## src/rtl/debounce_multi_if.sv

```systemverilog
// debounce_multi_if: button-conditioner bus bundling raw inputs and conditioned outputs.
//   master : drives btn_in, observes conditioned outputs (board / test side)
//   slave  : samples btn_in, drives btn_state, btn_pressed, btn_released,
//            btn_repeat and any_pressed (conditioner side)
interface debounce_multi_if #(
  parameter int unsigned CHANNELS = 4
) ();

  logic [CHANNELS-1:0] btn_in;
  logic [CHANNELS-1:0] btn_state;
  logic [CHANNELS-1:0] btn_pressed;
  logic [CHANNELS-1:0] btn_released;
  logic [CHANNELS-1:0] btn_repeat;
  logic                any_pressed;

  modport master (
    output btn_in,
    input  btn_state,
    input  btn_pressed,
    input  btn_released,
    input  btn_repeat,
    input  any_pressed
  );

  modport slave (
    input  btn_in,
    output btn_state,
    output btn_pressed,
    output btn_released,
    output btn_repeat,
    output any_pressed
  );

endinterface

```

## src/rtl/debounce_multi.sv

```systemverilog
// debounce_multi: multi-channel push-button conditioner.
// Each channel runs a two-flop synchroniser, a stability counter that accepts a
// new level after STABLE_CNT consecutive differing samples, and registered
// one-cycle press/release pulses.
// Optional feature macro: DEBOUNCE_REPEAT_EN adds a per-channel hold timer that
// issues btn_repeat pulses HOLD_CNT cycles after a press and every REPEAT_CNT
// cycles after that; without it btn_repeat is constant 0.
// Ports:
//   clk  : rising-edge clock
//   rst  : synchronous active-high reset
//   bus  : debounce_multi_if.slave (btn_in in; btn_state, btn_pressed,
//          btn_released, btn_repeat, any_pressed out)
module debounce_multi #(
  parameter int unsigned CHANNELS   = 4,
  parameter int unsigned CNT_W      = 8,
  parameter int unsigned STABLE_CNT = 250,
  parameter bit          ACTIVE_LOW = 1'b0,
  parameter int unsigned HOLD_W     = 16,
  parameter int unsigned HOLD_CNT   = 50000,
  parameter int unsigned REPEAT_CNT = 10000
) (
  input logic              clk,
  input logic              rst,
  debounce_multi_if.slave  bus
);

  localparam logic [CNT_W-1:0] CNT_LAST = CNT_W'(STABLE_CNT - 1);

  logic [CHANNELS-1:0] sync1_q, sync1_d;
  logic [CHANNELS-1:0] sync2_q, sync2_d;
  logic [CHANNELS-1:0] state_q, state_d;
  logic [CHANNELS-1:0] pressed_q, pressed_d;
  logic [CHANNELS-1:0] released_q, released_d;
  logic [CNT_W-1:0]    cnt_q [CHANNELS];
  logic [CNT_W-1:0]    cnt_d [CHANNELS];

  // Synchroniser and stability counter; a sample matching the current level clears the count
  always_comb begin
    sync1_d    = bus.btn_in ^ {CHANNELS{ACTIVE_LOW}};
    sync2_d    = sync1_q;
    state_d    = state_q;
    pressed_d  = '0;
    released_d = '0;
    for (int unsigned i = 0; i < CHANNELS; i++) begin
      cnt_d[i] = '0;
      if (sync2_q[i] != state_q[i]) begin
        if (cnt_q[i] == CNT_LAST) begin
          state_d[i]    = sync2_q[i];
          pressed_d[i]  = sync2_q[i];
          released_d[i] = ~sync2_q[i];
        end else begin
          cnt_d[i] = cnt_q[i] + CNT_W'(1);
        end
      end
    end
  end

  // Debounce state registers
  always_ff @(posedge clk) begin
    if (rst) begin
      sync1_q    <= '0;
      sync2_q    <= '0;
      state_q    <= '0;
      pressed_q  <= '0;
      released_q <= '0;
      for (int unsigned i = 0; i < CHANNELS; i++) begin
        cnt_q[i] <= '0;
      end
    end else begin
      sync1_q    <= sync1_d;
      sync2_q    <= sync2_d;
      state_q    <= state_d;
      pressed_q  <= pressed_d;
      released_q <= released_d;
      for (int unsigned i = 0; i < CHANNELS; i++) begin
        cnt_q[i] <= cnt_d[i];
      end
    end
  end

  assign bus.btn_state    = state_q;
  assign bus.btn_pressed  = pressed_q;
  assign bus.btn_released = released_q;
  assign bus.any_pressed  = |pressed_q;

`ifdef DEBOUNCE_REPEAT_EN
  localparam logic [HOLD_W-1:0] HOLD_LAST = HOLD_W'(HOLD_CNT - 1);
  localparam logic [HOLD_W-1:0] REP_LAST  = HOLD_W'(REPEAT_CNT - 1);

  logic [HOLD_W-1:0]   hold_q [CHANNELS];
  logic [HOLD_W-1:0]   hold_d [CHANNELS];
  logic [CHANNELS-1:0] rep_phase_q, rep_phase_d;
  logic [CHANNELS-1:0] repeat_q, repeat_d;

  // Hold timer: first period is HOLD_CNT, then REPEAT_CNT; release wins over a due repeat
  always_comb begin
    rep_phase_d = rep_phase_q;
    repeat_d    = '0;
    for (int unsigned i = 0; i < CHANNELS; i++) begin
      hold_d[i] = hold_q[i];
      if (pressed_d[i] || released_d[i] || !state_q[i]) begin
        hold_d[i]      = '0;
        rep_phase_d[i] = 1'b0;
      end else if (!rep_phase_q[i] && (hold_q[i] == HOLD_LAST)) begin
        repeat_d[i]    = 1'b1;
        hold_d[i]      = '0;
        rep_phase_d[i] = 1'b1;
      end else if (rep_phase_q[i] && (hold_q[i] == REP_LAST)) begin
        repeat_d[i] = 1'b1;
        hold_d[i]   = '0;
      end else begin
        hold_d[i] = hold_q[i] + HOLD_W'(1);
      end
    end
  end

  // Hold timer registers
  always_ff @(posedge clk) begin
    if (rst) begin
      rep_phase_q <= '0;
      repeat_q    <= '0;
      for (int unsigned i = 0; i < CHANNELS; i++) begin
        hold_q[i] <= '0;
      end
    end else begin
      rep_phase_q <= rep_phase_d;
      repeat_q    <= repeat_d;
      for (int unsigned i = 0; i < CHANNELS; i++) begin
        hold_q[i] <= hold_d[i];
      end
    end
  end

  assign bus.btn_repeat = repeat_q;
`else
  // Repeat logic compiled out; hold parameters stay referenced so the build is parameter-clean
  localparam bit REP_CFG_OK = (HOLD_W > 0) && (REPEAT_CNT >= 1) && (REPEAT_CNT <= HOLD_CNT);

  assign bus.btn_repeat = {CHANNELS{1'b0 & REP_CFG_OK}};
`endif

endmodule

```

## src/flat_wrapper.sv

```systemverilog
// flat-port wrapper written by rule: the top's interface ports become plain ports
module debounce_multi_flat 
#(
  parameter int unsigned CHANNELS   = 4,
  parameter int unsigned CNT_W      = 8,
  parameter int unsigned STABLE_CNT = 250,
  parameter bit          ACTIVE_LOW = 1'b0,
  parameter int unsigned HOLD_W     = 16,
  parameter int unsigned HOLD_CNT   = 50000,
  parameter int unsigned REPEAT_CNT = 10000
)
  (clk, rst, bus_btn_in, bus_btn_state, bus_btn_pressed, bus_btn_released, bus_btn_repeat, bus_any_pressed);
  debounce_multi_if #(.CHANNELS(CHANNELS)) bus_i ();
  input logic clk;
  input logic rst;
  input wire logic [$bits(bus_i.btn_in)-1:0] bus_btn_in;
  output wire logic [$bits(bus_i.btn_state)-1:0] bus_btn_state;
  output wire logic [$bits(bus_i.btn_pressed)-1:0] bus_btn_pressed;
  output wire logic [$bits(bus_i.btn_released)-1:0] bus_btn_released;
  output wire logic [$bits(bus_i.btn_repeat)-1:0] bus_btn_repeat;
  output wire logic [$bits(bus_i.any_pressed)-1:0] bus_any_pressed;
  assign bus_i.btn_in = bus_btn_in;
  assign bus_btn_state = bus_i.btn_state;
  assign bus_btn_pressed = bus_i.btn_pressed;
  assign bus_btn_released = bus_i.btn_released;
  assign bus_btn_repeat = bus_i.btn_repeat;
  assign bus_any_pressed = bus_i.any_pressed;
  debounce_multi #(.CHANNELS(CHANNELS), .CNT_W(CNT_W), .STABLE_CNT(STABLE_CNT), .ACTIVE_LOW(ACTIVE_LOW), .HOLD_W(HOLD_W), .HOLD_CNT(HOLD_CNT), .REPEAT_CNT(REPEAT_CNT)) u_core (.clk(clk), .rst(rst), .bus(bus_i));
endmodule
```

## config.mk

```make
export PLATFORM = sky130hd
export DESIGN_NAME = debounce_multi_flat
export DESIGN_NICKNAME = d
export VERILOG_FILES = /design/src/rtl/debounce_multi_if.sv /design/src/rtl/debounce_multi.sv /design/src/flat_wrapper.sv
export SDC_FILE = /design/constraint.sdc
export NUM_CORES = 1
export LEC_CHECK = 0
export ABC_AREA = 0
export CAP_MARGIN = 40
export CORE_ASPECT_RATIO = 0.6
export CORE_MARGIN = 2
export CORE_UTILIZATION = 40
export CTS_BUF_LIST = sky130_fd_sc_hd__clkbuf_8
export DETAILED_ROUTE_END_ITERATION = 10
export DONT_BUFFER_PORTS = 1
export PLACE_DENSITY = 0.63
export SYNTH_ARGS = -nofsm -noshare
export SYNTH_HDL_FRONTEND = slang
export SYNTH_SLANG_ARGS = --single-unit
export TNS_END_PERCENT = 30
```

## constraint.sdc

```tcl
create_clock -name clk -period 1.6 [get_ports clk]
set_input_delay 0.48 -clock clk [delete_from_list [all_inputs] [get_ports clk]]
set_output_delay 0.48 -clock clk [all_outputs]
set_load 0.03 [all_outputs]
```

After elaboration in Yosys (flattened, before gate mapping)
Memory sizes are Yosys's and may differ from the RTL's. Index checks and enable logic that the tools add are counted.

Output and inout port bits: 17. Memory bits (writable): 32. Bits in registers: 20. Bits of input ports: 6. Word-level logic and storage cells: 67. Memories kept: 1.

Reductions and logical operators: 9. Bitwise operators: 16. Eq/ne operators: 8. Muxes and demuxes: 15. $add $sub $neg: 4.

Memory list: u_core.cnt_q (words 4, width 8, read ports 4, clocked after Yosys merged registers in 0, write ports 4, RTL line debounce_multi.sv:34) `logic [CNT_W-1:0] cnt_q [CHANNELS];`.

Operators with widths (number): 2-to-1 mux 8 bit (12); adder 8 x 1 -> 8 bit, second input constant (4); == test 8 bit, second input constant (4); inverter 1 bit (12); OR reduction 3 bit (4); AND reduction 2 bit (4); inequality test 1 bit (4); OR 1 bit (4); OR reduction 4 bit (1); 2-to-1 mux 1 bit (3).

Longest topological paths before layout
Gate-level depths: netlist of the first run. An unclocked memory read counts as a cell.

Depth after elaboration: 5. Mapped depth: 5. Mapped depth without buffers: 5.

Worst setup path before layout of the first run
Ideal clock, no wire load.

Path kind: register to output. Start point: reg u_core.pressed_q[1], in the netlist u_core.bus.btn_pressed[1]. End point: out bus_any_pressed. Data arrival time: 1.101 ns. Slack: 0.019 ns. Required time: 1.120 ns. Cell stages (with the launch flop): 2. Path through: dfxtp_1 or4_1.

Longest elaborated chain between the ends: 1.

RTL lines: start: declaration (RTL line debounce_multi.sv:32) `logic [CHANNELS-1:0] pressed_q, pressed_d;`; start signal: assignment (RTL line debounce_multi.sv:73) `pressed_q <= pressed_d;`; OR reduction 4 bit (RTL line debounce_multi.sv:84) `assign bus.any_pressed = |pressed_q;`; end: declaration (RTL line flat_wrapper.sv:21) `output wire logic [$bits(bus_i.any_pressed)-1:0] bus_any_pressed;`.

No other way between the ends.

Final worst setup path of the first run
Start point: reg u_core.pressed_q[2], in the netlist u_core.bus.btn_pressed[2]. End point: out bus_any_pressed.

Same word-level chain as after synthesis.

==> qor.txt, run 1 <==
Yosys warning total: 0
Library cells used by synthesis: 39
Clock Tree Buf Depth: 2
Yosys reg bits: 52
Commonest cells after routing, fill and taps aside: 51 x dfxtp_1, 22 x nor2_1, 15 x nand2_1, 13 x buf_4, 12 x nand3_1
Final Net Count: 261
Antenna violations before repair: 0
Total number of vias: 1591
Max Cap Viol: 0
PortBufs: 0
1st-pass router iterations: 4
DR vias/cell: 5.07
CP Cell Sequence: or4_4 > buf_6
VDD IR max: 0.449 mV
Post-synthesis compound-gate area fraction: 11.1%
Routability congestion estimate from global placement: 0.816
Mux share of post-synthesis cell area: 0.459%
RSZ-0062 raised after global routing: yes
Share of layout cells above drive strength 1: 12.1%
DRC: 0
Simple logic cell fraction of the synthesized area: 25.1%
Cell Rows: 20
Tot Pwr: 2.15 mW
Final Instance Area: 2430 sq um
DP HPWL: 2.86 mm
Die extent in x: 99.3 microns
Synth Area in XOR/XNOR: 6.77%
Root Buffer: clkbuf_8
Commonest non-fill, non-tap cell in the layout: dfxtp_1
Die H: 61.2 microns
Hold slack: 0.217 ns
Initial Util: 42.3%
Number of global-route vias before repair: 1346
Final Cycle Share: 112%
Antenna cells: 0
Die Area: 6070 sq um
Final setup viols: 1
Routed WL: 3.97 mm
Crit. End Element: output pin
TritonCTS buffer count: 5
Initial drt markers: 46
Core area: 5150 sq um
CTS Sinks: 52
Synth Area in Adders: 4.59%
Placed Area: 2330 sq um
All-Layer GR Usage: 14.0%
Clock skew: 0.00848 ns
Area grow syn2layout: 11.4%
CTS tree: yes
Pleak: 0.901 nW
Total I/O pin count: 23
DP Worst Slack: 0.104 ns
Fillers: 502
Setup TNS: -0.196 ns
Post-CTS Setup Repair Bufs: 0
CP Max Fanout: 2
Latest clock arrival within the worst-skew pair: 0.31 ns
Hold violation total from the final report: 0
FMAX: 557 MHz
Final ANT Viol Nets: 0
P per Cell Area: 885 nW/um^2
Post-synthesis sequential area ratio: 47.8%
Status: complete, but fails checks
Max incr delay on CP: 0.53 ns
Slowest CP cell: or4_4
First-pass GRT wire length: 6.53 mm
Setup ws final: -0.196 ns
Slew Viols, Final: 0
Syn_area_per_cell: 9.39 sq um
WP data arrival: 1.32 ns
Final min period: 1.80 ns
Synth Cell Area: 2180 sq um
CP required: 1.12 ns
Largest net degree at the start of global routing: 18
Remaining Overflow, GRT: 0
Post-synthesis cell count: 232
Clock-pin slew on the worst setup and hold paths: 0.10 ns
Hold Path Class: in -> reg
Crit path launch type: flip-flop
Failing checks: negative setup slack
H-tree Lvls: 2
Largest family of logic cells by synthesized area: simple AND/OR/NAND/NOR gates
Post-DR wirelength/cell: 12.6 microns
Kind of critical path: reg -> out
==> Yosys cell counts <==
library cell,instances,area share (%)
buf_2,1,0.23
and4_1,4,1.6
o22ai_1,1,0.29
xor2_2,1,0.75
xnor2_1,6,2.4
nand4b_1,2,0.80
nor2_1,22,3.8
or4_1,1,0.34
and2_1,2,0.57
o21ai_0,5,1.1
or4b_1,1,0.46
nand4_1,6,1.7
a311oi_1,1,0.40
o221a_2,4,2.1
nand3_1,12,2.8
clkbuf_1,4,0.69
or3b_1,1,0.40
nor3_1,9,2.1
nand2_1,15,2.6
a21oi_1,10,2.3
a31oi_1,3,0.86
and3_1,5,1.4
inv_1,10,1.7
a211oi_1,1,0.34
and3b_1,2,0.80
nor2b_1,8,2.3
o211ai_1,6,2.1
or3_1,2,0.57
conb_1,1,0.17
o311ai_2,1,0.75
nand3b_1,3,1.0
o211a_1,2,0.92
nand2b_1,4,1.1
mux2i_1,1,0.46
dfxtp_1,52,48
xor2_1,9,3.6
ha_1,8,4.6
nor3b_1,2,0.69
buf_4,4,1.4
==> sequential cells by signal, summed over array words and instances (netlist names) <==
| register | flops |
|---|---|
| u_core.cnt_q | 32 |
| u_core.bus.btn_pressed | 4 |
| u_core.bus.btn_released | 4 |
| u_core.bus.btn_state | 4 |
| u_core.sync1_q | 4 |
| u_core.sync2_q | 4 |
==> worst max-delay path, delay by kind of cell, from the launching register on <==
| family | cells | cell delay (ns) |
|---|---|---|
| simple gates | 1 | 0.53 |
| flops | 1 | 0.32 |
| buf+inv | 1 | 0.15 |
==> routing by layer <==
| metal | part of all wire (%) | wire length (microns) | GRT usage, % |
|---|---|---|---|
| met4 | 1.3 | 52 | 4.70 |
| met3 | 3.8 | 152 | 4.31 |
| met5 | 0 | 0 | 0 |
| met2 | 36 | 1450 | 18.2 |
| met1 | 58 | 2320 | 21.4 |
==> repair_timing <==
item / 4_1_cts / 5_1_grt
resized for setup: 3 / 0
pin swaps: 1 / 0
setup endpoints to repair: 1 / 1
hold buffers: 0 / 0
==> per-stage QoR <==
stage | instances | utilization [%]
finish | 314 | 47.1
global route | 314 | 47.1
CTS | 314 | 47.1
detailed placement | 306 | 45.2
floorplan | 235 | -
global placement | 306 | 45.2
==> where the power goes <==
part | total, mW | leakage, nW | internal (mW) | switching, mW
registers | 1.31 | 0.421 | 1.31 | 0.00869
clock network | 0.781 | 0.0485 | 0.315 | 0.467
logic | 0.0533 | 0.432 | 0.0178 | 0.0355
==> final timing paths <==
check             cells after the start                            startpoint                                   end  slack [ns]
hold reg to reg                       1          u_core.sync1_q[3]$_SDFF_PP0_          u_core.sync2_q[3]$_SDFF_PP0_        0.45
setup / recovery                      2  u_core.bus.btn_pressed[2]$_SDFF_PP0_                       bus_any_pressed       -0.20
setup reg to reg                      5         u_core.cnt_q[3][1]$_SDFF_PP0_  u_core.bus.btn_state[3]$_SDFFE_PP0P_        0.17
hold / removal                        1                                   rst  u_core.bus.btn_state[1]$_SDFFE_PP0P_        0.22
==> logic make-up (layout without fill, tap and decap cells) <==
group | after synthesis | count (layout)
compound gates | 34 | 34
simple gates | 101 | 101
other cells | 1 | 4
fa+ha+maj | 8 | 8
flops | 52 | 52
xor+xnor | 16 | 16
mux | 1 | 1
buf+inv | 19 | 32
==> area by class of cell <==
type,count,area [sq um],area share (%)
multi-input combinational,164,1070,43.9
sequential,52,1040,42.9
clock buffer,5,68.8,2.83
inverter,10,37.5,1.55
tap,66,82.6,3.40
timing repair buffer,14,109,4.48
clock inverter,3,22.5,0.927
(Power assumes the default switching activity.)
==> run 2: changes to the inputs <==
Settings changed: MAX_ROUTING_LAYER set to met4.
==> qor.txt, run 2 (synthesized netlist as in run 1, its figures left out) <==
Comb pwr share: 2.5% (about the same)
Antenna violations before repair: 0 (unchanged)
Status: complete, but fails checks
Reg2Reg Depth: 5 (unchanged)
DP HPWL: 2.86 mm (unchanged)
DP Cell Count: 306 (unchanged)
P_sw: 0.508 mW (-0.52%)
Max incr delay on CP: 0.53 ns (about the same)
Share of layout cells above drive strength 1: 12.1% (unchanged)
Total I/O pin count: 23 (unchanged)
Hold path cells: 1 (unchanged)
Final ANT Viol Nets: 0 (unchanged)
Tot Pwr: 2.15 mW (-0.13%)
Commonest non-fill, non-tap cell in the layout: dfxtp_1
PortBufs: 0 (unchanged)
WP data arrival: 1.32 ns (about the same)
Core area: 5150 sq um (unchanged)
Initial drt markers: 46 (unchanged)
Max reg flops: 32 (unchanged)
Fin util: 47.1% (unchanged)
CP Buf/Inv Count: 1 (unchanged)
Max Cap Viol: 0 (unchanged)
Routability congestion estimate from global placement: 0.829 (+1.5%)
Remaining Overflow, GRT: 0 (unchanged)
1st-pass router iterations: 4 (unchanged)
Hold violation total from the final report: 0 (unchanged)
RSZ-0062 raised after global routing: yes
Total number of vias: 1597 (+0.38%)
VDD IR max: 0.446 mV (-0.68%)
Final Instance Area: 2430 sq um (unchanged)
Slowest CP cell: or4_4
Die H: 61.2 microns (unchanged)
FMAX: 557 MHz (about the same)
CP required: 1.12 ns (about the same)
Hold Path Class: in -> reg
First-pass GRT wire length: 6.53 mm (unchanged)
Initial Util: 42.3% (unchanged)
Crit path launch type: flip-flop
TritonCTS buffer count: 5 (unchanged)
Placed Area: 2330 sq um (unchanged)
Root Buffer: clkbuf_8
Setup TNS: -0.196 ns (+0.0000570 ns)
Die Area: 6070 sq um (unchanged)
P per Cell Area: 884 nW/um^2 (-0.13%)
Routed WL: 3.97 mm (about the same)
Final setup viols: 1 (unchanged)
Antenna cells: 0 (unchanged)
Commonest cells after routing, fill and taps aside: 51 x dfxtp_1, 22 x nor2_1, 15 x nand2_1, 13 x buf_4, 12 x nand3_1
Worst path depth: 2 (unchanged)
CP Cell Sequence: or4_4 > buf_6
Post-DR wirelength/cell: 12.6 microns (about the same)
Cell Rows: 20 (unchanged)
Pleak: 0.901 nW (unchanged)
Sw Share: 23.7% (-0.094 points)
Number of global-route vias before repair: 1346 (unchanged)
Fillers: 502 (unchanged)
Slew Viols, Final: 0 (unchanged)
Kind of critical path: reg -> out
Non-Filler Instances: 314 (unchanged)
DR vias/cell: 5.09 (+0.38%)
CTS Sinks: 52 (unchanged)
Clock-pin slew on the worst setup and hold paths: 0.10 ns (about the same)
Final Net Count: 261 (unchanged)
Failing checks: negative setup slack
CTS tree: yes
All-Layer GR Usage: 14.4% (+0.47 points)
Clock Tree Buf Depth: 2 (unchanged)
Die extent in x: 99.3 microns (unchanged)
Delay-heaviest family, CP: simple AND/OR/NAND/NOR gates
Setup ws final: -0.196 ns (+0.0000570 ns)
Power Internal: 1.64 mW (about the same)
Final min period: 1.80 ns (-0.0000570 ns)
Clock skew: 0.00896 ns (+0.000474 ns)
DRC: 0 (unchanged)
H-tree Lvls: 2 (unchanged)
Crit. End Element: output pin
Final Cycle Share: 112% (about the same)
Largest net degree at the start of global routing: 18 (unchanged)
Clk pwr share: 36.3% (about the same)
CP Max Fanout: 2 (unchanged)
Latest clock arrival within the worst-skew pair: 0.31 ns (about the same)
Sequential share of power: 61.2% (about the same)
Area grow syn2layout: 11.4% (unchanged)
Largest Register: u_core.cnt_q
-- run 2: worst paths after layout --
kind / slack [ns] / from / endpoint
max: -0.20 / u_core.bus.btn_pressed[2]$_SDFF_PP0_ / bus_any_pressed
min: 0.22 / rst / u_core.bus.btn_state[1]$_SDFFE_PP0P_
min reg2reg: 0.44 / u_core.sync1_q[3]$_SDFF_PP0_ / u_core.sync2_q[3]$_SDFF_PP0_
max reg2reg: 0.17 / u_core.cnt_q[3][1]$_SDFF_PP0_ / u_core.bus.btn_state[3]$_SDFFE_PP0P_
-- run 2: metal layers --
metal	share of wire [%]	wire (microns)	vias up	track usage (%)
li1	-	-	833	-
met4	1.3	52	0	4.70
met2	37	1450	24	18.1
met5	0	0	-	-
met1	58	2320	733	21.6
met3	3.7	145	7	4.20
-- run 2: cell type report --
cell class	count	area, sq um	area share (%)
Clock inverter	3	22.5	0.927
Clock buffer	5	68.8	2.83
Multi-Input combinational cell	164	1070	43.9
Tap cell	66	82.6	3.40
Sequential cell	52	1040	42.9
Inverter	10	37.5	1.55
Timing Repair Buffer	14	109	4.48
-- run 2: what timing repair did --
| item | CTS | global route |
|---|---|---|
| gates resized for setup | 3 | 0 |
| pin swaps | 1 | 0 |
| endpoints found under the setup margin | 1 | 1 |
| gates cloned | 0 | 0 |
| buffers inserted | 0 | 0 |
| hold buffers | 0 | 0 |
-- run 2: per-stage QoR --
stage	setup WS, ns	hold WS (ns)
5_1_grt	-0.247	0.203
3_5_place_dp	0.104	0.424
2_1_floorplan	0.0191	0.414
4_1_cts	-0.210	0.205
6_report	-0.196	0.217
3_3_place_gp	0.109	0.425
-- run 2: power groups by stage --
stage / clock (mW) / combinational, mW / sequential, mW
finish: 0.778 / 0.0533 / 1.31
global route: 0.867 / 0.0601 / 1.32
CTS: 0.802 / 0.0532 / 1.31
detailed placement: 0 / 0.0530 / 1.34
global placement: 0 / 0.0533 / 1.34
floorplan: 0 / 0.0512 / 1.34
